File: src/rtl/hci_wide_lane_splitter_if.sv
// Bundle of the wide HCI initiator port and the N_LANES narrow TCDM ports around the splitter.
// The splitter takes the slave view; the initiator/memory side environment takes the master view.
interface hci_wide_lane_splitter_if #(
  parameter int unsigned N_LANES = 4,
  parameter int unsigned NDW     = 32,
  parameter int unsigned AW      = 32
) ();
  logic                       w_req;
  logic                       w_gnt;
  logic [AW-1:0]              w_add;
  logic                       w_wen;
  logic [N_LANES*NDW-1:0]     w_data;
  logic [N_LANES*NDW/8-1:0]   w_be;
  logic [N_LANES*NDW-1:0]     w_r_data;
  logic                       w_r_valid;
  logic                       w_r_ready;

  logic [N_LANES-1:0]         n_req;
  logic [N_LANES-1:0]         n_gnt;
  logic [N_LANES*AW-1:0]      n_add;
  logic [N_LANES-1:0]         n_wen;
  logic [N_LANES*NDW-1:0]     n_data;
  logic [N_LANES*NDW/8-1:0]   n_be;
  logic [N_LANES*NDW-1:0]     n_r_data;
  logic [N_LANES-1:0]         n_r_valid;
  logic [N_LANES-1:0]         n_r_ready;

  modport master (
    output w_req, w_add, w_wen, w_data, w_be, w_r_ready,
    output n_gnt, n_r_data, n_r_valid,
    input  w_gnt, w_r_data, w_r_valid,
    input  n_req, n_add, n_wen, n_data, n_be, n_r_ready
  );

  modport slave (
    input  w_req, w_add, w_wen, w_data, w_be, w_r_ready,
    input  n_gnt, n_r_data, n_r_valid,
    output w_gnt, w_r_data, w_r_valid,
    output n_req, n_add, n_wen, n_data, n_be, n_r_ready
  );
endinterface

File: src/rtl/hci_wide_lane_splitter.sv
// Splits one wide HCI initiator port into N_LANES narrow TCDM ports with per-lane grant
// tracking, an outstanding-transaction credit limit and per-lane response reassembly FIFOs.
module hci_wide_lane_splitter #(
  parameter int unsigned N_LANES = 4,
  parameter int unsigned NDW     = 32,
  parameter int unsigned AW      = 32,
  parameter int unsigned DEPTH   = 2
) (
  input logic                     clk_i,
  input logic                     rst_i,
  input logic                     clear_i,
  hci_wide_lane_splitter_if.slave bus
);
  localparam int unsigned WORD_BYTES = NDW / 8;
  localparam int unsigned CW         = $clog2(DEPTH + 1);
  localparam int unsigned PW         = (DEPTH > 1) ? $clog2(DEPTH) : 1;
  localparam logic [CW-1:0] CNT_MAX  = CW'(DEPTH);

  typedef enum logic [0:0] {
    IDLE    = 1'b0,
    PARTIAL = 1'b1
  } state_e;

  state_e                     state_q, state_d;
  logic [N_LANES-1:0]         lane_done_q, lane_done_d;
  logic [CW-1:0]              cnt_q, cnt_d;
  logic [N_LANES-1:0][PW-1:0] wptr_q, wptr_d;
  logic [N_LANES-1:0][PW-1:0] rptr_q, rptr_d;
  logic [N_LANES-1:0][CW-1:0] fcnt_q, fcnt_d;
  logic [NDW-1:0]             mem_q [N_LANES][DEPTH];
  logic [NDW-1:0]             mem_d [N_LANES][DEPTH];

  logic                       credit_ok_s;
  logic                       w_gnt_s;
  logic                       w_r_valid_s;
  logic                       pop_s;
  logic [N_LANES-1:0]         n_req_s;
  logic [N_LANES-1:0]         accepted_s;
  logic [N_LANES-1:0]         full_s;
  logic [N_LANES-1:0]         nonempty_s;
  logic [N_LANES-1:0]         push_s;

  function automatic logic [PW-1:0] ptr_inc(input logic [PW-1:0] ptr);
    if (ptr == PW'(DEPTH - 1)) begin
      ptr_inc = {PW{1'b0}};
    end else begin
      ptr_inc = ptr + PW'(1'b1);
    end
  endfunction

  // Lane requests are withheld entirely while the credit limit is reached
  always_comb begin
    credit_ok_s = (cnt_q < CNT_MAX);
    n_req_s     = {N_LANES{bus.w_req & credit_ok_s}} & ~lane_done_q;
    accepted_s  = n_req_s & bus.n_gnt;
    w_gnt_s     = bus.w_req & credit_ok_s & (&(lane_done_q | bus.n_gnt));
  end

  // Lane address offsets wrap modulo 2^AW; response data is the FIFO heads side by side
  always_comb begin
    bus.n_add    = {(N_LANES*AW){1'b0}};
    bus.w_r_data = {(N_LANES*NDW){1'b0}};
    for (int f = 0; f < N_LANES; f++) begin
      bus.n_add[f*AW +: AW]     = bus.w_add + AW'(f * WORD_BYTES);
      bus.w_r_data[f*NDW +: NDW] = mem_q[f][rptr_q[f]];
    end
  end

  // Grant tracking: remember lanes already granted so they are not re-issued
  always_comb begin
    state_d     = state_q;
    lane_done_d = lane_done_q;
    case (state_q)
      IDLE: begin
        if (w_gnt_s) begin
          state_d     = IDLE;
          lane_done_d = {N_LANES{1'b0}};
        end else if (|accepted_s) begin
          state_d     = PARTIAL;
          lane_done_d = accepted_s;
        end else begin
          state_d     = IDLE;
          lane_done_d = lane_done_q;
        end
      end
      PARTIAL: begin
        if (w_gnt_s) begin
          state_d     = IDLE;
          lane_done_d = {N_LANES{1'b0}};
        end else begin
          state_d     = PARTIAL;
          lane_done_d = lane_done_q | accepted_s;
        end
      end
      default: begin
        state_d     = IDLE;
        lane_done_d = {N_LANES{1'b0}};
      end
    endcase
  end

  // Outstanding wide transactions: grant adds, wide pop retires
  always_comb begin
    case ({w_gnt_s, pop_s})
      2'b10:   cnt_d = cnt_q + CW'(1'b1);
      2'b01:   cnt_d = cnt_q - CW'(1'b1);
      default: cnt_d = cnt_q;
    endcase
  end

  // Per-lane response FIFOs; all lanes pop together when the wide response is taken
  always_comb begin
    wptr_d = wptr_q;
    rptr_d = rptr_q;
    fcnt_d = fcnt_q;
    mem_d  = mem_q;
    for (int f = 0; f < N_LANES; f++) begin
      full_s[f]     = (fcnt_q[f] == CNT_MAX);
      nonempty_s[f] = (fcnt_q[f] != {CW{1'b0}});
      push_s[f]     = bus.n_r_valid[f] & ~full_s[f];
    end
    w_r_valid_s = &nonempty_s;
    pop_s       = w_r_valid_s & bus.w_r_ready;
    for (int f = 0; f < N_LANES; f++) begin
      if (push_s[f]) begin
        mem_d[f][wptr_q[f]] = bus.n_r_data[f*NDW +: NDW];
        wptr_d[f]           = ptr_inc(wptr_q[f]);
      end else begin
        wptr_d[f] = wptr_q[f];
      end
      if (pop_s) begin
        rptr_d[f] = ptr_inc(rptr_q[f]);
      end else begin
        rptr_d[f] = rptr_q[f];
      end
      case ({push_s[f], pop_s})
        2'b10:   fcnt_d[f] = fcnt_q[f] + CW'(1'b1);
        2'b01:   fcnt_d[f] = fcnt_q[f] - CW'(1'b1);
        default: fcnt_d[f] = fcnt_q[f];
      endcase
    end
  end

  assign bus.n_req     = n_req_s;
  assign bus.n_wen     = {N_LANES{bus.w_wen}};
  assign bus.n_data    = bus.w_data;
  assign bus.n_be      = bus.w_be;
  assign bus.n_r_ready = ~full_s;
  assign bus.w_gnt     = w_gnt_s;
  assign bus.w_r_valid = w_r_valid_s;

  // State registers; clear_i discards everything exactly like reset
  always_ff @(posedge clk_i or posedge rst_i) begin
    if (rst_i) begin
      state_q     <= IDLE;
      lane_done_q <= {N_LANES{1'b0}};
      cnt_q       <= {CW{1'b0}};
      wptr_q      <= {(N_LANES*PW){1'b0}};
      rptr_q      <= {(N_LANES*PW){1'b0}};
      fcnt_q      <= {(N_LANES*CW){1'b0}};
      mem_q       <= '{default: {NDW{1'b0}}};
    end else if (clear_i) begin
      state_q     <= IDLE;
      lane_done_q <= {N_LANES{1'b0}};
      cnt_q       <= {CW{1'b0}};
      wptr_q      <= {(N_LANES*PW){1'b0}};
      rptr_q      <= {(N_LANES*PW){1'b0}};
      fcnt_q      <= {(N_LANES*CW){1'b0}};
      mem_q       <= '{default: {NDW{1'b0}}};
    end else begin
      state_q     <= state_d;
      lane_done_q <= lane_done_d;
      cnt_q       <= cnt_d;
      wptr_q      <= wptr_d;
      rptr_q      <= rptr_d;
      fcnt_q      <= fcnt_d;
      mem_q       <= mem_d;
    end
  end

  // Initiator protocol and credit invariants
  a_req_held: assert property (@(posedge clk_i) disable iff (rst_i || clear_i)
    (lane_done_q != {N_LANES{1'b0}}) |-> bus.w_req);
  a_cnt_max: assert property (@(posedge clk_i) disable iff (rst_i || clear_i)
    cnt_q <= CNT_MAX);
  a_no_underflow: assert property (@(posedge clk_i) disable iff (rst_i || clear_i)
    !((cnt_q == {CW{1'b0}}) && pop_s && !w_gnt_s));
  a_no_overrun: assert property (@(posedge clk_i) disable iff (rst_i || clear_i)
    (bus.n_r_valid & full_s) == {N_LANES{1'b0}});

endmodule
File: src/flat_wrapper.sv
// flat-port wrapper written by rule: the top's interface ports become plain ports
module hci_wide_lane_splitter_flat 
#(
  parameter int unsigned N_LANES = 4,
  parameter int unsigned NDW     = 32,
  parameter int unsigned AW      = 32,
  parameter int unsigned DEPTH   = 2
)
  (clk_i, rst_i, clear_i, bus_w_req, bus_w_add, bus_w_wen, bus_w_data, bus_w_be, bus_w_r_ready, bus_n_gnt, bus_n_r_data, bus_n_r_valid, bus_w_gnt, bus_w_r_data, bus_w_r_valid, bus_n_req, bus_n_add, bus_n_wen, bus_n_data, bus_n_be, bus_n_r_ready);
  hci_wide_lane_splitter_if #(.N_LANES(N_LANES), .NDW(NDW), .AW(AW)) bus_i ();
  input logic clk_i;
  input logic rst_i;
  input logic clear_i;
  input wire logic [$bits(bus_i.w_req)-1:0] bus_w_req;
  input wire logic [$bits(bus_i.w_add)-1:0] bus_w_add;
  input wire logic [$bits(bus_i.w_wen)-1:0] bus_w_wen;
  input wire logic [$bits(bus_i.w_data)-1:0] bus_w_data;
  input wire logic [$bits(bus_i.w_be)-1:0] bus_w_be;
  input wire logic [$bits(bus_i.w_r_ready)-1:0] bus_w_r_ready;
  input wire logic [$bits(bus_i.n_gnt)-1:0] bus_n_gnt;
  input wire logic [$bits(bus_i.n_r_data)-1:0] bus_n_r_data;
  input wire logic [$bits(bus_i.n_r_valid)-1:0] bus_n_r_valid;
  output wire logic [$bits(bus_i.w_gnt)-1:0] bus_w_gnt;
  output wire logic [$bits(bus_i.w_r_data)-1:0] bus_w_r_data;
  output wire logic [$bits(bus_i.w_r_valid)-1:0] bus_w_r_valid;
  output wire logic [$bits(bus_i.n_req)-1:0] bus_n_req;
  output wire logic [$bits(bus_i.n_add)-1:0] bus_n_add;
  output wire logic [$bits(bus_i.n_wen)-1:0] bus_n_wen;
  output wire logic [$bits(bus_i.n_data)-1:0] bus_n_data;
  output wire logic [$bits(bus_i.n_be)-1:0] bus_n_be;
  output wire logic [$bits(bus_i.n_r_ready)-1:0] bus_n_r_ready;
  assign bus_i.w_req = bus_w_req;
  assign bus_i.w_add = bus_w_add;
  assign bus_i.w_wen = bus_w_wen;
  assign bus_i.w_data = bus_w_data;
  assign bus_i.w_be = bus_w_be;
  assign bus_i.w_r_ready = bus_w_r_ready;
  assign bus_i.n_gnt = bus_n_gnt;
  assign bus_i.n_r_data = bus_n_r_data;
  assign bus_i.n_r_valid = bus_n_r_valid;
  assign bus_w_gnt = bus_i.w_gnt;
  assign bus_w_r_data = bus_i.w_r_data;
  assign bus_w_r_valid = bus_i.w_r_valid;
  assign bus_n_req = bus_i.n_req;
  assign bus_n_add = bus_i.n_add;
  assign bus_n_wen = bus_i.n_wen;
  assign bus_n_data = bus_i.n_data;
  assign bus_n_be = bus_i.n_be;
  assign bus_n_r_ready = bus_i.n_r_ready;
  hci_wide_lane_splitter #(.N_LANES(N_LANES), .NDW(NDW), .AW(AW), .DEPTH(DEPTH)) u_core (.clk_i(clk_i), .rst_i(rst_i), .clear_i(clear_i), .bus(bus_i));
endmodule
File: config.mk
export PLATFORM = sky130hd
export DESIGN_NAME = hci_wide_lane_splitter_flat
export DESIGN_NICKNAME = d
export VERILOG_FILES = /design/src/rtl/hci_wide_lane_splitter_if.sv /design/src/rtl/hci_wide_lane_splitter.sv /design/src/flat_wrapper.sv
export SDC_FILE = /design/constraint.sdc
export NUM_CORES = 1
export LEC_CHECK = 0
export BUFFER_PORTS_ARGS = -buffer_cell sky130_fd_sc_hd__buf_2
export CORE_AREA = 4 4 282 284
export CTS_CLUSTER_DIAMETER = 150
export CTS_CLUSTER_SIZE = 12
export DETAILED_ROUTE_END_ITERATION = 8
export DIE_AREA = 0 0 286 288
export PLACE_DENSITY = 0.39
export SLEW_MARGIN = 30
export SYNTH_ARGS = -nofsm -noshare
export SYNTH_HDL_FRONTEND = slang
export SYNTH_SLANG_ARGS = --single-unit
File: constraint.sdc
create_clock -name clk_i -period 8 [get_ports clk_i]
set_input_delay 0.4 -clock clk_i [delete_from_list [all_inputs] [get_ports clk_i]]
set_output_delay 0.4 -clock clk_i [all_outputs]
set_load 0.1 [all_outputs]
==> results_dict.tcl, run 1 <==
set metrics [dict create \
    portBuffers 428 \
    drv_slew 0 \
    critPathArrivalTime_ns 2.79 \
    min_delay_worst_endpoint "u_core.mem_q[252]" \
    clk_pin_slew_worst_paths_ns 0.06 \
    num_rows 102 \
    hold_start "bus_n_r_data[28]" \
    drt_iter0_drc 428 \
    vias_per_cell 4.289 \
    hold_depth 2 \
    routabilityCongestion 0.8490 \
    synth_top_cells_by_area "dfrtp_1 (47%), a22o_1 (15%), buf_4 (9.7%)" \
    hold_class "input port to flip-flop" \
    synth_edf_count 0 \
    core_um2 77080 \
    finalSetupTns_ns 0 \
    ys_seq_area_share_pct 46.99 \
    synth.distinct_cells 46 \
    wire_per_inst_um 20.38 \
    busiest_layer "met2" \
    clk_latency_ns 0.58 \
    synth-seq-cells 279 \
    drtAntennaViolNets 0 \
    grt_pass1_wl_um 78520 \
    root_buffer "clkbuf_16" \
    required_ns 7.60 \
    start_util_pct 19.28 \
    final_layout_size_suffix_gt1_share_pct 42.04 \
    synth_ff_type "dfrtp_1" \
    antenna_found_initial 8 \
    fin_crit_sh_pct 39.89 \
    synthArstFlopShare_pct 100.0 \
    die_h_um 288 \
    r2r-end "u_core.mem_q[242]" \
    drt_pass1_iterations 5 \
    synth_area_um2 14860 \
    worst_pin_slew_ns 0.7444 \
    r2r-start "u_core.fcnt_q[0]" \
    regArea_um2 6985 \
    pin_count 732 \
    fill_cells 8358 \
    ff2ff_path_depth 5 \
    final-setup-viol-count 0 \
    power.density_nw_per_um2 224.9 \
    grt_max_degree 75 \
    status "completed" \
    critPathLaunchType "input port" \
    leakage_nw 8.717 \
    syn-num-nets 1605 \
    yosys.area.top_type "dfrtp_1" \
    grt_overflow 0 \
    met2_usage_pct 19.69 \
    hold_viol_final 0 \
    areaGrowthSynthToFinish_pct 21.87 \
    yosysTopAreaCellShare_pct 46.99 \
    grt_pass1_vias 12071 \
    crit_fanout 9 \
    max_freq_mhz 313.4 \
    htreeDepth 1 \
    cts_tree "built" \
    maxCapViolCount 0 \
    avgSynthCellArea_um2 11.58 \
    nets 1860 \
    drc 0 \
    ys_warn_count 0 \
    clock_skew_ns 0.02270 \
    path_class "input port to output pin" \
    grt_util_all_layers_pct 12.15 \
    grtUsageMet1_pct 15.36 \
    totalWireLength_um 52630 \
    multi_input_area_um2 6095 \
    synthCells 1283 \
    critPathCaptureType "output pin" \
    gr-usage-met3_pct 3.523 \
    reg2reg_slack_ns 5.97 \
    peakVddDrop_uv 126.9 \
    fp.dieW_um 286 \
    post_cts_buffers 0 \
    power.total_mw 4.072 \
    grt_setup_unrepaired "false" \
    dpl.hpwl_um 37070 \
    maxSlewHeadroom_pct 50.37 \
    num_vias 11075 \
    cts_inserted_buffers 27 \
    dieArea_um2 82370 \
    period_needed_ns 3.191 \
    cts.path.max_buffers 3 \
    cts_sinks 279 \
]
## registers in the layout (all words and copies together) (netlist names)
signal              count
u_core.mem_q          256
u_core.lane_done_q      4
u_core.fcnt_q           8
u_core.cnt_q            2
u_core.wptr_q           4
u_core.state_q          1
u_core.rptr_q           4
## timing repair
action / CTS / global route
resized for setup: 0 / 0
hold endpoints to repair: 102 / 0
hold buffers: 54 / 0
## final cells by class
type / instances / area share [%]
multi-input combinational: 706 / 33.66
inverter: 16 / 0.3524
clock inverter: 2 / 0.1727
sequential: 279 / 38.58
clock buffer: 28 / 3.752
timing repair buffer: 508 / 16.26
tap: 1040 / 7.186
antenna: 3 / 0.04146
## report_power, final
part | switching [mW] | leakage (nW) | internal (mW)
clock | 0.573 | 0.350 | 0.601
combinational | 1.04 | 4.58 | 0.283
sequential | 0.0631 | 3.79 | 1.51
## worst max-delay path, cell delays in order
cell and delay, ns:
buf_2 0.22, inv_1 0.20, ha_1 0.27, nand3b_1 0.34, nor4_4 0.57, nand4_1 0.18
xnor2_1 0.16, buf_2 0.44
## synth_stat cells (2+ instances only)
cell type  instances
nand4_1           18
nand3_2            2
xnor2_1           64
inv_1             16
ha_1               4
nor4_2             4
o31ai_1            2
clkbuf_1          44
nand4_4            2
a21oi_1           11
nand2b_1          11
nor3_2             8
nor4_1             4
xor2_1            28
a31oi_1            7
nor4_4             4
dfrtp_1          279
xnor3_1            4
nor3_1            14
buf_4            192
o21ai_0           11
nand3b_1           5
nand2_1           43
mux2_2           128
buf_6              3
nor2_1            35
nand3_1           26
a22o_1           256
buf_2             41
## per-layer routing
metal / part of all wire (%) / wire [um]
met5: 0.023 / 12
met4: 3.9 / 2031
met3: 7.4 / 3904
met2: 47 / 24740
met1: 42 / 21950
## placed cells by master (no fill, tap or decap), types with 2 or more instances in the layout
cell,n
xnor3_1,4
a22o_1,256
nand3_1,26
nor4_1,4
nor3_1,13
a31oi_2,2
nor2_1,35
dlygate4sd3_1,54
diode_2,3
buf_6,3
nor4_2,4
ha_1,4
inv_1,15
a21oi_1,11
xor2_1,28
xnor2_1,64
nand4_4,2
nor3_4,7
nor4_4,4
dfrtp_1,278
a31oi_4,5
buf_16,2
mux2_2,128
buf_4,19
clkbuf_16,27
nand3_2,2
nand2b_1,11
nand4_1,18
nand2_1,43
buf_8,2
nor3_2,2
o31ai_1,2
buf_2,428
o21ai_0,11
nand3b_1,5
## kinds of logic after synthesis
| group | Yosys count | synth area share [%] |
|---|---|---|
| buf+inv | 298 | 12.95 |
| compound gates | 294 | 16.74 |
| flops | 279 | 46.99 |
| simple gates | 183 | 7.183 |
| mux | 129 | 9.768 |
| xor+xnor | 96 | 6.030 |
| fa+ha+maj | 4 | 0.3369 |
## stage by stage
stage	worst slack, ns	util, %	instances	cell area, um2	hold slack [ns]
after floorplan	3.728	-	1283	14860	0.4673
after global placement	4.887	21.72	2491	16740	0.4335
after detailed placement	4.784	21.84	2495	16830	0.4378
after CTS	4.781	23.46	2579	18080	0.0004988
after global routing	4.591	23.49	2582	18110	0.01960
final	4.809	23.49	2582	18110	0.05687
## how the worst max path moves through the flow
stage | to | cells past startpoint | slack [ns] | start
floorplan | u_core.cnt_q[1] | 4 | 3.73 | u_core.cnt_q[1]
global placement | bus_n_add[116] | 8 | 4.89 | bus_w_add[2]
detailed placement | bus_n_add[126] | 8 | 4.78 | bus_w_add[2]
CTS | bus_n_add[126] | 8 | 4.78 | bus_w_add[2]
global route | bus_n_add[116] | 8 | 4.59 | bus_w_add[2]
finish | bus_n_add[116] | 8 | 4.81 | bus_w_add[2]
(Power assumes the default switching activity.)
==> run 2, diff against run 1 <==
--- a/config.mk
+++ b/config.mk
@@ -6,12 +6,12 @@
 export NUM_CORES = 1
 export LEC_CHECK = 0
 export BUFFER_PORTS_ARGS = -buffer_cell sky130_fd_sc_hd__buf_2
-export CORE_AREA = 4 4 282 284
+export CORE_AREA = 4 4 283 285
 export CTS_CLUSTER_DIAMETER = 150
 export CTS_CLUSTER_SIZE = 12
 export DETAILED_ROUTE_END_ITERATION = 8
-export DIE_AREA = 0 0 286 288
-export PLACE_DENSITY = 0.39
+export DIE_AREA = 0 0 287 289
+export PLACE_DENSITY = 0.37
 export SLEW_MARGIN = 30
 export SYNTH_ARGS = -nofsm -noshare
 export SYNTH_HDL_FRONTEND = slang
==> constraint.sdc (replaced) <==
create_clock -name clk_i -period 3.3 [get_ports clk_i]
set_input_delay 0.165 -clock clk_i [delete_from_list [all_inputs] [get_ports clk_i]]
set_output_delay 0.165 -clock clk_i [all_outputs]
set_load 0.1 [all_outputs]
==> run 2 against run 1 <==
Non-clock buffer count increased by 85. First-iteration DRC count increased by 18%. Clock skew increased by 0.022 ns. Sequential power increased by 140%. Register-to-register slack got worse by 4.8 ns. Global-route usage decreased by 0.070 points. Count of clock-buffer cells in the layout unchanged. Die area increased by 0.70%. Flip-flop and latch count unchanged. Critical path depth unchanged. Critical endpoint is now bus_n_add[120].
==> results_dict.tcl, run 2 (same netlist as run 1, synthesis figures left out) <==
set metrics [dict create \
    status "completed" \
    grt_setup_unrepaired "false" \
    largest_reg_flops 256 \
    totalWireLength_um 53410 \
    maxSlewHeadroom_pct 42.97 \
    cts-hold-fix-buffers 138 \
    place_ws_ns 0.4985 \
    dieArea_um2 82940 \
    critPathCaptureType "output pin" \
    vias_per_cell 4.250 \
    top_register "u_core.mem_q" \
    final_util_pct 24.63 \
    max_freq_mhz 353.8 \
    grt_max_degree 128 \
    largestRegisters "u_core.mem_q (256), u_core.fcnt_q (8)" \
    root_buffer "clkbuf_16" \
    num_vias 11325 \
    grt_util_all_layers_pct 12.08 \
    portBuffers 428 \
    htreeDepth 1 \
    maxCapViolCount 0 \
    required_ns 3.13 \
    power.density_nw_per_um2 520.1 \
    dpl.hpwl_um 37230 \
    peakVddDrop_uv 359.0 \
    antenna_found_initial 1 \
    grt_pass1_vias 12066 \
    clk_pin_slew_worst_paths_ns 0.07 \
    nets 1945 \
    drt_pass1_iterations 5 \
    final-setup-viol-count 0 \
    fin_crit_sh_pct 85.66 \
    crit_fanout 9 \
    final_cell_mix "buf_2 (428), dfrtp_1 (278), a22o_1 (256)" \
    cts_sinks 279 \
    pin_count 732 \
    cts_resized 0 \
    cts.path.max_buffers 3 \
    drtAntennaViolNets 0 \
    fin_ws_ns 0.4733 \
    drv_slew 0 \
    worst_pin_slew_ns 0.8554 \
    wire_per_inst_um 20.04 \
    core_um2 77340 \
    clk_latency_ns 0.58 \
    final_common_cell "buf_2" \
    fp.dieW_um 287 \
    grt_overflow 0 \
    critPathArrivalTime_ns 2.66 \
    hold_class "input port to flip-flop" \
    grt_pass1_wl_um 78710 \
    cts_inserted_buffers 27 \
    start_util_pct 19.21 \
    drc 0 \
    leakage_nw 9.172 \
    post_cts_buffers 0 \
    drt_iter0_drc 505 \
    period_needed_ns 2.827 \
    critPathLaunchType "input port" \
    final_layout_size_suffix_gt1_share_pct 41.07 \
    clock_skew_ns 0.04463 \
    die_h_um 289 \
    routabilityCongestion 0.8065 \
    cts_tree "built" \
    areaGrowthSynthToFinish_pct 28.21 \
    hold_viol_final 0 \
    path_class "input port to output pin" \
    hold-worst-slack_ns 0.1604 \
    finalSetupTns_ns 0 \
    num_rows 102 \
]
run 2: cell count changes in the layout (fill, tap and decap cells not counted), moves of 3 or more:
cell,delta
buf_12,+4
buf_4,+4
buf_6,-3
dlygate4sd3_1,+84
xnor2_1,-16
xnor2_2,+16
run 2: per-layer routing:
metal | GRT usage (%) | wire length [um]
met3 | 3.013 | 3455
met4 | 3.799 | 1596
met5 | 0 | 0
met2 | 19.95 | 25800
met1 | 15.56 | 22550
run 2: area by class of cell:
cell class	instances	area, um2
inverters	16	63.81
well taps	1040	1301
repair buffers	593	3776
diodes	1	2.502
fillers	8296	58290
multi-input cells	706	6223
clock inverters	2	20.02
clock buffers	28	679.4
flip-flops and latches	279	6983
run 2: stage by stage:
| stage | instances | power, mW | instance area (um2) |
|---|---|---|---|
| 2_1_floorplan | 1283 | 7.272 | 15000 |
| 3_3_place_gp | 2496 | 7.040 | 16970 |
| 3_5_place_dp | 2496 | 7.057 | 16970 |
| 4_1_cts | 2664 | 10.13 | 19050 |
| 5_1_grt | 2665 | 10.37 | 19050 |
| 6_report | 2665 | 9.908 | 19050 |
run 2: final timing paths:
check / start / end / slack, ns / cells past startpoint
setup reg to reg: u_core.fcnt_q[0] / u_core.mem_q[242] / 1.18 / 5
hold reg to reg: u_core.mem_q[222] / u_core.mem_q[222] / 0.50 / 1
min in group asynchronous: rst_i / u_core.mem_q[29] / 0.33 / 4
setup / recovery: bus_w_add[2] / bus_n_add[120] / 0.47 / 8
max in group asynchronous: rst_i / u_core.mem_q[133] / 2.24 / 4
hold / removal: clear_i / u_core.fcnt_q[2] / 0.16 / 2
run 2: worst max-delay path, stage by stage:
cell	delay [ns]
buf_2	0.20
inv_1	0.15
ha_1	0.24
nand3b_1	0.34
nor4_4	0.69
nand4_1	0.25
xnor2_2	0.18
buf_2	0.45
run 2: report_power, final:
group | total, mW | internal [mW] | leakage (nW) | switching [mW]
sequential | 3.81 | 3.66 | 3.79 | 0.151
clock | 2.80 | 1.45 | 0.344 | 1.35
combinational | 3.29 | 0.746 | 5.04 | 2.55
